$ cat src/rtl/i2c_des_host_master_if.sv
// rtl/i2c_des_host_master_if.sv - request, status and I2C line bundle for i2c_des_host_master
// Signals:
//   start, rw, tx_data      transaction request (host -> master)
//   sda_in                  sampled SDA line (bus -> master)
//   scl_out, sda_out        SCL drive and open-drain SDA drive, 1 = released
//   rx_data, busy, done,    read block, activity flag, end pulse,
//   ack_error               sticky NACK flag (master -> host)
interface i2c_des_host_master_if;
    logic        start;
    logic        rw;
    logic [63:0] tx_data;
    logic        sda_in;
    logic        scl_out;
    logic        sda_out;
    logic [63:0] rx_data;
    logic        busy;
    logic        done;
    logic        ack_error;

    modport master (
        input  start, rw, tx_data, sda_in,
        output scl_out, sda_out, rx_data, busy, done, ack_error
    );

    modport slave (
        output start, rw, tx_data, sda_in,
        input  scl_out, sda_out, rx_data, busy, done, ack_error
    );
endinterface

$ cat src/rtl/i2c_des_host_master.sv
// rtl/i2c_des_host_master.sv - I2C master moving one 64-bit DES block to/from a fixed-address peripheral
// Ports:
//   clk    system clock, rising edge
//   n_rst  asynchronous active-low reset
//   bus    i2c_des_host_master_if.master (start/rw/tx_data in, sda_in in,
//          scl_out/sda_out out, rx_data/busy/done/ack_error out)
module i2c_des_host_master #(
    parameter int unsigned CLK_DIV    = 4,
    parameter logic [6:0]  SLAVE_ADDR = 7'h42
) (
    input  logic                         clk,
    input  logic                         n_rst,
    i2c_des_host_master_if.master        bus
);

    localparam logic [7:0] DIV_LAST = 8'(CLK_DIV - 1);

    typedef enum logic [3:0] {
        S_IDLE,
        S_START,
        S_ADDR,
        S_ADDR_ACK,
        S_WR_BYTE,
        S_WR_ACK,
        S_RD_BYTE,
        S_RD_ACK,
        S_STOP,
        S_DONE
    } state_t;

    state_t      state;
    state_t      state_next;

    logic [7:0]  div_cnt;
    logic [1:0]  quarter;
    logic [2:0]  bit_cnt;
    logic [2:0]  byte_cnt;
    logic        rw_q;
    logic [63:0] tx_q;
    logic [63:0] rx_shift;
    logic [63:0] rx_q;
    logic        sda_sample;
    logic        ack_err_q;

    logic        in_bit;
    logic        q_last;
    logic        sample_tick;
    logic        bit_end;
    logic        scl_mid;
    logic [7:0]  addr_byte;
    logic        addr_bit;
    logic [5:0]  tx_idx;
    logic        tx_bit;

    logic        scl_c;
    logic        sda_c;
    logic        busy_c;
    logic        done_c;

    assign in_bit      = (state != S_IDLE) && (state != S_DONE);
    assign q_last      = (div_cnt == DIV_LAST);
    assign sample_tick = q_last && (quarter == 2'd1);
    assign bit_end     = q_last && (quarter == 2'd3);
    assign scl_mid     = (quarter == 2'd1) || (quarter == 2'd2);
    assign addr_byte   = {SLAVE_ADDR, rw_q};
    assign addr_bit    = addr_byte[3'd7 - bit_cnt];
    // Byte and bit counters together form the MSB-first bit index into the block.
    assign tx_idx      = {byte_cnt, bit_cnt};
    assign tx_bit      = tx_q[6'd63 - tx_idx];

    always_ff @(posedge clk or negedge n_rst) begin
        if (!n_rst) begin
            state <= S_IDLE;
        end else begin
            state <= state_next;
        end
    end

    always_comb begin
        state_next = state;
        scl_c      = 1'b1;
        sda_c      = 1'b1;
        busy_c     = in_bit;
        done_c     = 1'b0;
        case (state)
            S_IDLE: begin
                if (bus.start) begin
                    state_next = S_START;
                end
            end
            S_START: begin
                // SCL stays high from idle so SDA can fall at Q1->Q2 as a start condition.
                scl_c = (quarter != 2'd3);
                sda_c = (quarter < 2'd2);
                if (bit_end) begin
                    state_next = S_ADDR;
                end
            end
            S_ADDR: begin
                scl_c = scl_mid;
                sda_c = addr_bit;
                if (bit_end && bit_cnt == 3'd7) begin
                    state_next = S_ADDR_ACK;
                end
            end
            S_ADDR_ACK: begin
                scl_c = scl_mid;
                if (bit_end) begin
                    if (sda_sample) begin
                        state_next = S_STOP;
                    end else if (rw_q) begin
                        state_next = S_RD_BYTE;
                    end else begin
                        state_next = S_WR_BYTE;
                    end
                end
            end
            S_WR_BYTE: begin
                scl_c = scl_mid;
                sda_c = tx_bit;
                if (bit_end && bit_cnt == 3'd7) begin
                    state_next = S_WR_ACK;
                end
            end
            S_WR_ACK: begin
                scl_c = scl_mid;
                if (bit_end) begin
                    if (sda_sample || byte_cnt == 3'd7) begin
                        state_next = S_STOP;
                    end else begin
                        state_next = S_WR_BYTE;
                    end
                end
            end
            S_RD_BYTE: begin
                scl_c = scl_mid;
                if (bit_end && bit_cnt == 3'd7) begin
                    state_next = S_RD_ACK;
                end
            end
            S_RD_ACK: begin
                scl_c = scl_mid;
                // ACK every byte but the last; NACK tells the slave to stop sending.
                sda_c = (byte_cnt == 3'd7);
                if (bit_end) begin
                    if (byte_cnt == 3'd7) begin
                        state_next = S_STOP;
                    end else begin
                        state_next = S_RD_BYTE;
                    end
                end
            end
            S_STOP: begin
                // SCL stays high after Q1 so the SDA rise in Q2 is a stop and the bus ends idle.
                scl_c = (quarter != 2'd0);
                sda_c = quarter[1];
                if (bit_end) begin
                    state_next = S_DONE;
                end
            end
            S_DONE: begin
                done_c     = 1'b1;
                state_next = S_IDLE;
            end
            default: begin
                state_next = S_IDLE;
            end
        endcase
    end

    always_ff @(posedge clk or negedge n_rst) begin
        if (!n_rst) begin
            div_cnt    <= '0;
            quarter    <= '0;
            bit_cnt    <= '0;
            byte_cnt   <= '0;
            rw_q       <= 1'b0;
            tx_q       <= '0;
            rx_shift   <= '0;
            rx_q       <= '0;
            sda_sample <= 1'b1;
            ack_err_q  <= 1'b0;
        end else begin
            if (state == S_IDLE && bus.start) begin
                rw_q      <= bus.rw;
                tx_q      <= bus.tx_data;
                ack_err_q <= 1'b0;
                div_cnt   <= '0;
                quarter   <= '0;
                bit_cnt   <= '0;
                byte_cnt  <= '0;
            end
            if (in_bit) begin
                if (q_last) begin
                    div_cnt <= '0;
                    quarter <= quarter + 2'd1;
                end else begin
                    div_cnt <= div_cnt + 8'd1;
                end
                if (sample_tick) begin
                    sda_sample <= bus.sda_in;
                    if (state == S_RD_BYTE) begin
                        rx_shift <= {rx_shift[62:0], bus.sda_in};
                    end
                end
                if (bit_end) begin
                    if (state == S_ADDR || state == S_WR_BYTE || state == S_RD_BYTE) begin
                        bit_cnt <= bit_cnt + 3'd1;
                    end
                    // Wraps 7->0 on the final ACK slot, which is always the end of the transfer.
                    if (state == S_WR_ACK || state == S_RD_ACK) begin
                        byte_cnt <= byte_cnt + 3'd1;
                    end
                    if ((state == S_ADDR_ACK || state == S_WR_ACK) && sda_sample) begin
                        ack_err_q <= 1'b1;
                    end
                end
            end
            if (state == S_DONE && rw_q && !ack_err_q) begin
                rx_q <= rx_shift;
            end
        end
    end

    assign bus.scl_out   = scl_c;
    assign bus.sda_out   = sda_c;
    assign bus.busy      = busy_c;
    assign bus.done      = done_c;
    assign bus.ack_error = ack_err_q;
    // The new block is already visible during the done cycle, then held in rx_q.
    assign bus.rx_data   = (state == S_DONE && rw_q && !ack_err_q) ? rx_shift : rx_q;

endmodule

$ cat src/flat_wrapper.sv
// flat-port wrapper written by rule: the top's interface ports become plain ports
module i2c_des_host_master_flat 
#(
    parameter int unsigned CLK_DIV    = 4,
    parameter logic [6:0]  SLAVE_ADDR = 7'h42
)
  (clk, n_rst, bus_start, bus_rw, bus_tx_data, bus_sda_in, bus_scl_out, bus_sda_out, bus_rx_data, bus_busy, bus_done, bus_ack_error);
  i2c_des_host_master_if bus_i ();
  input  logic clk;
  input  logic n_rst;
  input wire logic [$bits(bus_i.start)-1:0] bus_start;
  input wire logic [$bits(bus_i.rw)-1:0] bus_rw;
  input wire logic [$bits(bus_i.tx_data)-1:0] bus_tx_data;
  input wire logic [$bits(bus_i.sda_in)-1:0] bus_sda_in;
  output wire logic [$bits(bus_i.scl_out)-1:0] bus_scl_out;
  output wire logic [$bits(bus_i.sda_out)-1:0] bus_sda_out;
  output wire logic [$bits(bus_i.rx_data)-1:0] bus_rx_data;
  output wire logic [$bits(bus_i.busy)-1:0] bus_busy;
  output wire logic [$bits(bus_i.done)-1:0] bus_done;
  output wire logic [$bits(bus_i.ack_error)-1:0] bus_ack_error;
  assign bus_i.start = bus_start;
  assign bus_i.rw = bus_rw;
  assign bus_i.tx_data = bus_tx_data;
  assign bus_i.sda_in = bus_sda_in;
  assign bus_scl_out = bus_i.scl_out;
  assign bus_sda_out = bus_i.sda_out;
  assign bus_rx_data = bus_i.rx_data;
  assign bus_busy = bus_i.busy;
  assign bus_done = bus_i.done;
  assign bus_ack_error = bus_i.ack_error;
  i2c_des_host_master #(.CLK_DIV(CLK_DIV), .SLAVE_ADDR(SLAVE_ADDR)) u_core (.clk(clk), .n_rst(n_rst), .bus(bus_i));
endmodule
$ cat config.mk
export PLATFORM = sky130hd
export DESIGN_NAME = i2c_des_host_master_flat
export DESIGN_NICKNAME = d
export VERILOG_FILES = /design/src/rtl/i2c_des_host_master_if.sv /design/src/rtl/i2c_des_host_master.sv /design/src/flat_wrapper.sv
export SDC_FILE = /design/constraint.sdc
export NUM_CORES = 1
export LEC_CHECK = 0
export BUFFER_PORTS_ARGS = -buffer_cell sky130_fd_sc_hd__buf_2
export CAP_MARGIN = 20
export CORE_AREA = 2 2 199 201
export CTS_CLUSTER_DIAMETER = 40
export CTS_CLUSTER_SIZE = 16
export DETAILED_ROUTE_END_ITERATION = 8
export DIE_AREA = 0 0 201 203
export GPL_TIMING_DRIVEN = 0
export PLACE_DENSITY = 0.52
export SLEW_MARGIN = 10
export SYNTH_ARGS = -nofsm -noshare
export SYNTH_HDL_FRONTEND = slang
export SYNTH_SLANG_ARGS = --single-unit
export TNS_END_PERCENT = 1
$ cat constraint.sdc
create_clock -name clk -period 5.7 [get_ports clk]
set_clock_uncertainty 0.15 [all_clocks]
set_input_delay 0.855 -clock clk [delete_from_list [all_inputs] [get_ports clk]]
set_output_delay 0.855 -clock clk [all_outputs]
set_load 0.01 [all_outputs]
==> results of run 1 <==
==> area by class of cell <==
cell class                 instances  area [sq um]  area share
sequential                       215          5381      0.4387
multi-input combinational        352          3759      0.3064
clock buffer                      53          1151     0.09384
timing repair buffer             139         750.7     0.06120
tap                              518         648.1     0.05284
buffer                            35         336.6     0.02744
clock inverter                    15         190.2     0.01550
inverter                          12         45.04    0.003672
antenna                            2         5.005   0.0004080
==> state kept, by name, summed over array words and instances, names as in the netlist <==
name / count
u_core.tx_q: 64
u_core.byte_cnt: 3
u_core.state: 4
u_core.bit_cnt: 3
u_core.sda_sample: 1
u_core.bus.ack_error: 1
u_core.rw_q: 1
u_core.rx_q: 64
u_core.div_cnt: 8
u_core.rx_shift: 64
u_core.quarter: 2
==> critical path: stages, from the launching register on <==
cell,delay (ns)
dfrtp_1,0.36
buf_6,0.20
mux4_1,0.60
mux4_2,0.48
nand2_1,0.08
o2111a_1,0.20
o41ai_2,0.08
buf_2,0.15
==> how the worst max path moves through the flow <==
stage	end	slack, ns
after global routing	bus_rx_data[60]	1.87
after CTS	bus_rx_data[60]	1.90
after global placement	u_core.tx_q[4]	-0.42
after detailed placement	bus_rx_data[60]	2.49
final	bus_sda_out	2.00
after floorplan	bus_sda_out	2.86
==> stage by stage <==
stage                     power, mW  setup slack (ns)
after floorplan               1.558             2.859
after global placement        1.616           -0.4170
after detailed placement      1.620             2.492
after CTS                     4.031             1.897
after global routing          4.102             1.867
final                         3.951             2.000
==> per-layer routing <==
metal | share of wire | vias up
li1 | - | 2603
met1 | 0.44 | 2820
met5 | 0.0033 | -
met3 | 0.081 | 52
met2 | 0.45 | 147
met4 | 0.029 | 12
==> cells by family (layout without fill, tap and decap cells) <==
kind of cell | count (synthesis) | after routing
other cells | 0 | 2
mux | 217 | 217
simple gates | 76 | 76
flops | 215 | 215
compound gates | 47 | 47
fa+ha+maj | 9 | 9
buf+inv | 47 | 254
xor+xnor | 3 | 3
==> where the power goes <==
part	leakage, nW	internal [mW]	switching [mW]
Clock	0.656	1.56	0.804
Sequential	2.92	1.53	0.000589
Combinational	2.70	0.0222	0.0388
Total	6.28	3.11	0.844
==> cell usage in the layout, fill, tap and decap left out, types with 4 or more instances in the layout <==
cell type / count
dfrtp_1: 214
buf_2: 148
mux2_2: 138
mux2_4: 60
clkbuf_16: 41
nand2_1: 19
o21ai_0: 17
nand3_1: 13
inv_1: 11
clkbuf_1: 10
ha_1: 9
mux4_1: 8
mux4_2: 8
clkbuf_8: 8
buf_6: 7
nor2_1: 7
buf_12: 7
nand3b_1: 6
nor3_1: 5
nor2b_1: 4
a21oi_1: 4
and2_1: 4
and3_1: 4
inv_6: 4
==> results.py, run 1 <==
metrics = {
    "global_routing": {
        "grt_pass1_wl_mm": 34.73,
        "gr-usage-all-layers": 0.1088,
        "grt_start_max_net_pins": 84,
        "grt_use_met2": 0.1629,
        "met1_usage": 0.1383,
        "grt_pass1_vias": 6043,
        "busiest_layer": "met2",
        "antenna_found_initial": 8,
        "grtUsageMet3": 0.04350,
        "grt.overflow.total": 0,
    },
    "yosys": {
        "netlist.top_cell.by_area": "dfrtp_1",
        "synth_edf_count": 0,
        "synth.most_common_cell": "dfrtp_1",
        "yosysSeqAreaShare": 0.5652,
        "synth_commonest_cells": "dfrtp_1 (214), mux2_2 (138), mux2_4 (60)",
        "ys_async_sr_fraction": 1.000,
        "synthCells": 614,
        "synth_area_leaders": "dfrtp_1 (56%), mux2_2 (16%), mux2_4 (9.5%)",
        "syn_area_sq_um": 9522,
        "synth_compound_area_frac": 0.03509,
        "ys_seq_elements": 215,
        "synth_fa_ha_area_frac": 0.01183,
        "synth_simple_gate_area_frac": 0.04310,
        "synth_top_family_by_area": "multiplexers",
        "synthFlopType": "dfrtp_1",
        "ys_types": 53,
        "synth.net_count": 692,
        "synth_area_per_cell_sq_um": 15.51,
        "synth_warnings": 0,
        "netlist.area_leader.share": 0.5624,
        "synth.area.mux_share": 0.3020,
        "yosys.area_share.xor_xnor": 0.002760,
    },
    "sta": {
        "drv_slew": 0,
        "setup_viol": 0,
        "fin_crit_ns": 3.700,
        "finalHoldViolations": 0,
        "max_freq_mhz": 270.3,
        "worst_pin_slew_ns": 0.6722,
        "hold_ws_ns": 0.1690,
        "maxSlewHeadroom": 0.5519,
        "finalSetupTns_ns": 0,
        "finalCritPeriodShare": 0.6491,
        "rsz0062_at_grt": "no",
    },
    "floorplan": {
        "die_x_microns": 201,
        "fp.dieH_microns": 203,
        "die_area_sq_um": 40800,
        "core_sq_um": 38470,
        "start_util": 0.2475,
        "row_count": 72,
        "ioPinCount": 138,
    },
    "power_and_ir_drop": {
        "irDropWorstVdd_uv": 170.7,
        "leakagePower_nw": 6.281,
        "powerDensity_nw_per_um2": 322.1,
    },
    "critical_path": {
        "crit_path_start": "u_core.bit_cnt[1]",
        "critPathKind": "register to output pin",
        "r2r_slack_ns": 3.35,
        "arrival_ns": 2.70,
        "rr_worst_depth": 8,
        "path_max_fanout": 10,
        "cp.required_ns": 4.70,
        "end_kind": "output pin",
        "r2r-end": "u_core.rx_shift[7]",
        "r2r_start": "u_core.div_cnt[5]",
        "start_kind": "register",
    },
    "route": {
        "routed_wl_mm": 21.32,
        "drcViolationCount": 0,
        "vias_per_cell": 4.201,
        "drt-pass1-iter-count": 5,
        "wl_per_cell_microns": 15.90,
        "antenna_left": 0,
        "num_vias": 5634,
        "drtIter0Drc": 195,
    },
    "cts": {
        "hold_buffers": 0,
        "h-tree-depth": 2,
        "cts_tree": "done",
        "postCtsSetupBuffers": 0,
        "clkSlewWorstSetupHoldPaths_ns": 0.05,
        "clock_latency_ns": 0.53,
        "cts.sinks": 215,
        "clock_path_buffers": 3,
        "cts_resized": 0,
        "root_buffer": "clkbuf_16",
        "cts_inserted_buffers": 38,
    },
    "place": {
        "dp.cells": 1271,
        "portBuffers": 137,
        "place.gp.congestion": 0.7446,
        "hpwl_mm": 14.48,
        "post_dp_cell_area_sq_um": 10920,
    },
    "finish": {
        "drive_above_1_share": 0.5457,
        "area_delta_synth_final_pct": 28.83,
        "fin_nets": 871,
        "fillers": 3877,
        "final_core_util": 0.3189,
        "design_area_sq_um": 12270,
        "stdcell_count": 1341,
    },
    "outcome": {
        "outcome": "completed",
    },
    "run": {
        "cap_violations": 0,
    },
    "worst_hold_path": {
        "hold_path_class": "primary input to async pin",
    },
}
Power figures use the tool's default switching activity.
==> run 2, diff against run 1 <==
--- a/config.mk
+++ b/config.mk
@@ -5,15 +5,16 @@
 export SDC_FILE = /design/constraint.sdc
 export NUM_CORES = 1
 export LEC_CHECK = 0
+export ABC_AREA = 1
 export BUFFER_PORTS_ARGS = -buffer_cell sky130_fd_sc_hd__buf_2
 export CAP_MARGIN = 20
-export CORE_AREA = 2 2 199 201
+export CORE_AREA = 2 2 197 199
 export CTS_CLUSTER_DIAMETER = 40
 export CTS_CLUSTER_SIZE = 16
 export DETAILED_ROUTE_END_ITERATION = 8
-export DIE_AREA = 0 0 201 203
+export DIE_AREA = 0 0 199 201
 export GPL_TIMING_DRIVEN = 0
-export PLACE_DENSITY = 0.52
+export PLACE_DENSITY = 0.53
 export SLEW_MARGIN = 10
 export SYNTH_ARGS = -nofsm -noshare
 export SYNTH_HDL_FRONTEND = slang
==> constraint.sdc (replaced) <==
create_clock -name clk -period 3.3 [get_ports clk]
set_clock_uncertainty 0.15 [all_clocks]
set_input_delay 0.495 -clock clk [delete_from_list [all_inputs] [get_ports clk]]
set_output_delay 0.495 -clock clk [all_outputs]
set_load 0.01 [all_outputs]
==> run 2 against run 1 <==
Sequential power is 130% higher. Synthesized cell count rose by 57%. Sequential cell count is the same. Wire length rose by 15%. Via count grew 27%. Clock power increased by 83%. Area after synthesis shrank 2.0%. Critical path depth grew 6. Non-clock buffer count is 17 higher. Highest routed layer is now met4.
==> results.py, run 2 <==
metrics = {
    "outcome": {
        "outcome": "completed",
    },
    "cts": {
        "clkSlewWorstSetupHoldPaths_ns": 0.05,
        "h-tree-depth": 2,
        "cts_inserted_buffers": 42,
        "root_buffer": "clkbuf_16",
        "clock_latency_ns": 0.55,
        "postCtsSetupBuffers": 0,
        "cts_tree": "done",
        "clock_path_buffers": 3,
        "cts.sinks": 215,
    },
    "place": {
        "portBuffers": 137,
        "dp_slack_ns": 0.4960,
        "hpwl_mm": 17.39,
        "place.gp.congestion": 0.7887,
        "dp.cells": 1620,
        "post_dp_cell_area_sq_um": 10730,
    },
    "power_and_ir_drop": {
        "p_comb_frac": 0.216,
        "p_seq_frac": 0.348,
        "internal_power_mw": 6.966,
        "switching_share": 0.2976,
        "power_mw": 9.917,
        "pwr-share-clk": 0.436,
        "p_switching_mw": 2.951,
        "leakagePower_nw": 5.765,
        "irDropWorstVdd_uv": 383.9,
        "powerDensity_nw_per_um2": 809.2,
    },
    "yosys": {
        "yosys.area_share.xor_xnor": 0.0009386,
        "netlist.top_cell.by_area": "dfrtp_1",
        "synthCells": 963,
        "netlist.area_leader.share": 0.5739,
        "synth.most_common_cell": "nand2_1",
        "synth_edf_count": 0,
        "synth_simple_gate_area_frac": 0.1641,
        "synth_fa_ha_area_frac": 0.01207,
        "synth_area_leaders": "dfrtp_1 (57%), nand2_1 (9.9%), o21ai_1 (7.3%)",
        "ys_seq_elements": 215,
        "yosysSeqAreaShare": 0.5767,
        "synth_area_per_cell_sq_um": 9.690,
        "synthFlopType": "dfrtp_1",
        "synth_warnings": 0,
        "synth_compound_area_frac": 0.08850,
        "ys_async_sr_fraction": 1.000,
        "ys_types": 38,
        "synth.net_count": 1041,
        "synth_top_family_by_area": "simple AND/OR/NAND/NOR gates",
        "synth_commonest_cells": "nand2_1 (245), dfrtp_1 (214), o21ai_1 (137)",
        "synth.area.mux_share": 0.09078,
        "syn_area_sq_um": 9331,
    },
    "route": {
        "num_vias": 7131,
        "antenna_left": 0,
        "drcViolationCount": 0,
        "routed_wl_mm": 24.59,
        "drtIter0Drc": 302,
        "vias_per_cell": 4.190,
        "drt-pass1-iter-count": 5,
        "wl_per_cell_microns": 14.45,
    },
    "finish": {
        "stdcell_count": 1702,
        "fin_nets": 1229,
        "final_cell_mix": "nand2_1 (245), dfrtp_1 (213), buf_2 (160), o21ai_1 (137), inv_1 (89)",
        "final_core_util": 0.3216,
        "final_common_cell": "nand2_1",
        "area_delta_synth_final_pct": 31.34,
        "drive_above_1_share": 0.2832,
        "design_area_sq_um": 12260,
        "largestRegisters": "u_core.rx_q x64, u_core.rx_shift x64, u_core.tx_q x64",
    },
    "critical_path": {
        "slowest_stage": "dfrtp_1",
        "end_kind": "output pin",
        "cp_num_cells": 13,
        "r2r-end": "u_core.rx_shift[23]",
        "crit_chain": "buf_2 -> inv_2 -> buf_4 -> nand3_1 -> nand3_1 -> nand2_1 -> nand2_1 -> nand3_1 -> nand3_1 -> nand2_1 -> nand2_1 -> nand2_1 -> buf_2",
        "r2r_slack_ns": 1.19,
        "cp.required_ns": 2.65,
        "cpLargestDelayFamily": "buffers and inverters",
        "path_max_fanout": 10,
        "crit_path_max_incr_delay_ns": 0.37,
        "arrival_ns": 2.43,
        "cp_num_buf_inv": 4,
        "r2r_start": "u_core.div_cnt[1]",
        "rr_worst_depth": 8,
        "start_kind": "register",
        "crit_path_frequent_cell": "nand2_1",
        "critPathKind": "register to output pin",
    },
    "global_routing": {
        "grtUsageMet3": 0.03528,
        "antenna_found_initial": 3,
        "met1_usage": 0.1645,
        "grt_pass1_wl_mm": 40.09,
        "grt_use_met2": 0.2027,
        "grt.overflow.total": 0,
        "grt_start_max_net_pins": 106,
        "gr-usage-all-layers": 0.1275,
        "busiest_layer": "met2",
        "grt_pass1_vias": 7454,
    },
    "sta": {
        "maxSlewHeadroom": 0.5524,
        "worst_pin_slew_ns": 0.6715,
        "finalSetupTns_ns": 0,
        "finalHoldViolations": 0,
        "rsz0062_at_grt": "no",
        "setup_viol": 0,
        "hold_ws_ns": 0.03145,
        "finalCritPeriodShare": 0.9323,
        "fin_ws_ns": 0.2233,
        "drv_slew": 0,
        "max_freq_mhz": 325.0,
        "fin_crit_ns": 3.077,
    },
    "floorplan": {
        "die_area_sq_um": 40000,
        "row_count": 72,
        "fp.dieH_microns": 201,
        "ioPinCount": 138,
        "start_util": 0.2449,
        "die_x_microns": 199,
        "core_sq_um": 38110,
    },
    "worst_hold_path": {
        "hold_start": "bus_tx_data[44]",
        "min_to": "u_core.tx_q[44]",
        "worstHoldPathCells": 2,
        "hold_path_class": "primary input to register",
    },
    "run": {
        "cap_violations": 0,
    },
}
==> run 2: cell count changes after synthesis, sizes merged, moves of 6 or more <==
cell,previous run,this run
mux4,16,0
and2,6,0
o21ai,17,147
nand2,19,249
nor2,9,23
inv,12,99
buf,29,37
mux2,198,65
nand3,13,73
==> run 2: power groups by stage <==
stage / sequential, mW / clock, mW / combinational (mW)
final: 3.45 / 4.32 / 2.15
after global routing: 3.52 / 4.57 / 2.41
after global placement: 3.47 / 0 / 2.13
after CTS: 3.45 / 4.45 / 2.18
after floorplan: 3.39 / 0 / 1.63
after detailed placement: 3.48 / 0 / 2.16
==> run 2: logic make-up (layout without fill, tap and decap cells) <==
logic type               Yosys count  count (layout)
flip-flops                       215             215
buffers and inverters            147             367
AO/OA/AOI/OAI                    162             162
other                              0               1
XOR/XNOR                           1               1
adder cells (fa/ha/maj)            9               9
AND/OR/NAND/NOR                  363             363
multiplexers                      66              66
==> run 2: final cells by class <==
class	count	area (sq um)
Fill cell	3947	25850
Sequential cell	215	5383
Multi-Input combinational cell	601	3326
Clock buffer	50	1121
Timing Repair Buffer	144	800.8
Tap cell	518	648.1
Inverter	100	375.4
Clock inverter	26	327.8
Buffer	47	271.5
Antenna cell	1	2.502
==> run 2: repair_timing <==
action                     4_1_cts  5_1_grt
setup endpoints to repair        1        4
resized for setup                4       12
hold endpoints to repair        38        0
gates cloned                     0        0
hold buffers                     5        0
==> run 2: per-layer routing <==
layer / vias up / wire length [microns]
li1: 3533 / -
met1: 3384 / 11110
met2: 164 / 11350
met3: 50 / 1496
met4: 0 / 632
met5: - / 0
==> run 2: worst max path at each step <==
| stage | start | to |
|---|---|---|
| finish | u_core.bit_cnt[1] | bus_sda_out |
| CTS | u_core.bit_cnt[0] | bus_sda_out |
| global route | u_core.bit_cnt[0] | bus_sda_out |
| floorplan | u_core.state[1] | bus_rx_data[0] |
| detailed placement | u_core.bit_cnt[0] | bus_sda_out |
| global placement | n_rst | u_core.rx_q[46] |
==> run 3, diff against run 2 <==
--- a/config.mk
+++ b/config.mk
@@ -14,7 +14,8 @@
 export DETAILED_ROUTE_END_ITERATION = 8
 export DIE_AREA = 0 0 199 201
 export GPL_TIMING_DRIVEN = 0
-export PLACE_DENSITY = 0.53
+export MAX_ROUTING_LAYER = met4
+export PLACE_DENSITY = 0.52
 export SLEW_MARGIN = 10
 export SYNTH_ARGS = -nofsm -noshare
 export SYNTH_HDL_FRONTEND = slang
==> constraint.sdc (replaced) <==
create_clock -name clk -period 3.83 [get_ports clk]
set_clock_uncertainty 0.15 [all_clocks]
set_input_delay 0.5745 -clock clk [delete_from_list [all_inputs] [get_ports clk]]
set_output_delay 0.5745 -clock clk [all_outputs]
set_load 0.01 [all_outputs]
==> run 3 against run 2 <==
Utilization down 0.20 points. First-iteration DRC count up 7.3%. Combinational power down 14%. Total power down 15%. Sequential share of layout area up 0.26 points. Sequential cell count unchanged. Critical path depth unchanged. Critical endpoint unchanged. Highest routed layer unchanged. Via count down 0.52%. Largest power group unchanged. Non-clock buffer count down 4. Clock-buffer cell count up 3. Cell count about the same.
==> results.py, run 3 (synthesis results as in run 2) <==
metrics = {
    "sta": {
        "hold_ws_ns": 0.1175,
        "finalHoldViolations": 0,
        "maxSlewHeadroom": 0.5160,
        "finalSetupTns_ns": 0,
        "fin_ws_ns": 0.3637,
        "worst_pin_slew_ns": 0.7260,
        "max_freq_mhz": 288.5,
        "fin_crit_ns": 3.466,
        "rsz0062_at_grt": "no",
        "drv_slew": 0,
        "finalCritPeriodShare": 0.9050,
        "setup_viol": 0,
    },
    "power_and_ir_drop": {
        "p_seq_frac": 0.352,
        "p_comb_frac": 0.217,
        "internal_power_mw": 5.977,
        "p_switching_mw": 2.496,
        "powerDensity_nw_per_um2": 695.6,
        "pwr-share-clk": 0.431,
        "switching_share": 0.2946,
        "irDropWorstVdd_uv": 376.6,
        "leakagePower_nw": 5.715,
    },
    "critical_path": {
        "cp.required_ns": 3.11,
        "critPathKind": "register to output pin",
        "crit_chain": "buf_2 -> clkbuf_1 -> nand2_1 -> nand3_1 -> nand3_1 -> nand2_1 -> nand2_1 -> nand3_1 -> nand3_1 -> nand2_1 -> nand2_1 -> nand2_1 -> buf_2",
        "crit_path_frequent_cell": "nand2_1",
        "rr_worst_depth": 8,
        "path_max_fanout": 10,
        "end_kind": "output pin",
        "start_kind": "register",
        "slowest_stage": "clkbuf_1",
        "arrival_ns": 2.74,
        "crit_path_max_incr_delay_ns": 0.55,
    },
    "cts": {
        "clock_latency_ns": 0.54,
        "h-tree-depth": 2,
        "hold_buffers": 1,
        "cts_inserted_buffers": 42,
        "postCtsSetupBuffers": 0,
        "clock_path_buffers": 3,
        "cts_tree": "done",
        "cts_resized": 0,
        "clkSlewWorstSetupHoldPaths_ns": 0.05,
        "root_buffer": "clkbuf_16",
        "cts.sinks": 215,
    },
    "route": {
        "wl_per_cell_microns": 14.54,
        "routed_wl_mm": 24.73,
        "drt-pass1-iter-count": 4,
        "vias_per_cell": 4.170,
        "drtIter0Drc": 324,
        "antenna_left": 0,
        "drcViolationCount": 0,
        "num_vias": 7094,
    },
    "floorplan": {
        "fp.dieH_microns": 201,
        "core_sq_um": 38110,
        "row_count": 72,
        "die_x_microns": 199,
        "start_util": 0.2449,
        "die_area_sq_um": 40000,
        "ioPinCount": 138,
    },
    "global_routing": {
        "grt_start_max_net_pins": 102,
        "gr-usage-all-layers": 0.1325,
        "antenna_found_initial": 3,
        "grt_pass1_wl_mm": 40.46,
        "grt.overflow.total": 0,
        "grt_pass1_vias": 7512,
    },
    "finish": {
        "largestRegisters": "u_core.rx_q x64, u_core.rx_shift x64, u_core.tx_q x64",
        "ff_latch_area_sq_um": 5381,
        "final_cell_mix": "nand2_1 (245), dfrtp_1 (214), buf_2 (164), o21ai_1 (137), inv_1 (90)",
        "area_delta_synth_final_pct": 30.52,
        "fillers": 3907,
        "drive_above_1_share": 0.2797,
        "final_common_cell": "nand2_1",
        "fin_nets": 1225,
        "multi_input_area_sq_um": 3326,
    },
    "outcome": {
        "outcome": "completed",
    },
    "place": {
        "dp_slack_ns": 0.8331,
        "portBuffers": 137,
        "place.gp.congestion": 0.8021,
        "hpwl_mm": 17.19,
    },
    "run": {
        "cap_violations": 0,
    },
    "worst_hold_path": {
        "worstHoldPathCells": 2,
        "hold_path_class": "primary input to register",
    },
}
## run 3: area by class of cell
cell class / count / share of cell area
clock inverters: 24 / 0.02116
flip-flops and latches: 215 / 0.4419
inverters: 100 / 0.03082
repair buffers: 140 / 0.06246
plain buffers: 47 / 0.02044
multi-input cells: 601 / 0.2731
diodes: 3 / 0.0006164
well taps: 518 / 0.05322
clock buffers: 53 / 0.09636
## run 3: critical path: cells and delay by family (launching register included)
| kind | cells | cell delay [ns] |
|---|---|---|
| buf+inv | 3 | 0.91 |
| flops | 1 | 0.38 |
| simple gates | 10 | 0.92 |
## run 3: worst paths after layout
kind / start / end / slack (ns)
worst max-delay path: u_core.bit_cnt[0] / bus_sda_out / 0.36
min in group asynchronous: n_rst / u_core.tx_q[61] / 0.31
worst min register to register: u_core.rx_shift[59] / u_core.rx_shift[59] / 0.33
worst max register to register: u_core.div_cnt[1] / u_core.rx_shift[15] / 1.62
max in group asynchronous: n_rst / u_core.rx_shift[45] / 2.02
worst min-delay path: bus_tx_data[61] / u_core.tx_q[61] / 0.12
## run 3: per-stage QoR
stage	power [mW]	utilization	instances	instance area [sq um]
final	8.472	0.3196	1701	12180
after global routing	8.963	0.3195	1700	12180
after CTS	8.606	0.3194	1698	12170
after detailed placement	4.867	0.2816	1620	10730
after global placement	4.829	0.2799	1618	10670
after floorplan	4.332	-	963	9331
## run 3: layer usage
metal | track usage | up-vias | wire, microns
met3 | 0.03360 | 62 | 1415
li1 | - | 3523 | -
met4 | 0.06503 | 0 | 1015
met5 | - | - | 0
met1 | 0.1646 | 3343 | 11100
met2 | 0.2000 | 166 | 11200
## run 3: power by group through the flow
stage	Combinational (mW)	Sequential (mW)	Clock, mW
2_1_floorplan	1.41	2.92	0
3_3_place_gp	1.83	3.00	0
3_5_place_dp	1.86	3.00	0
4_1_cts	1.87	2.98	3.76
5_1_grt	2.08	3.03	3.85
6_report	1.84	2.98	3.65
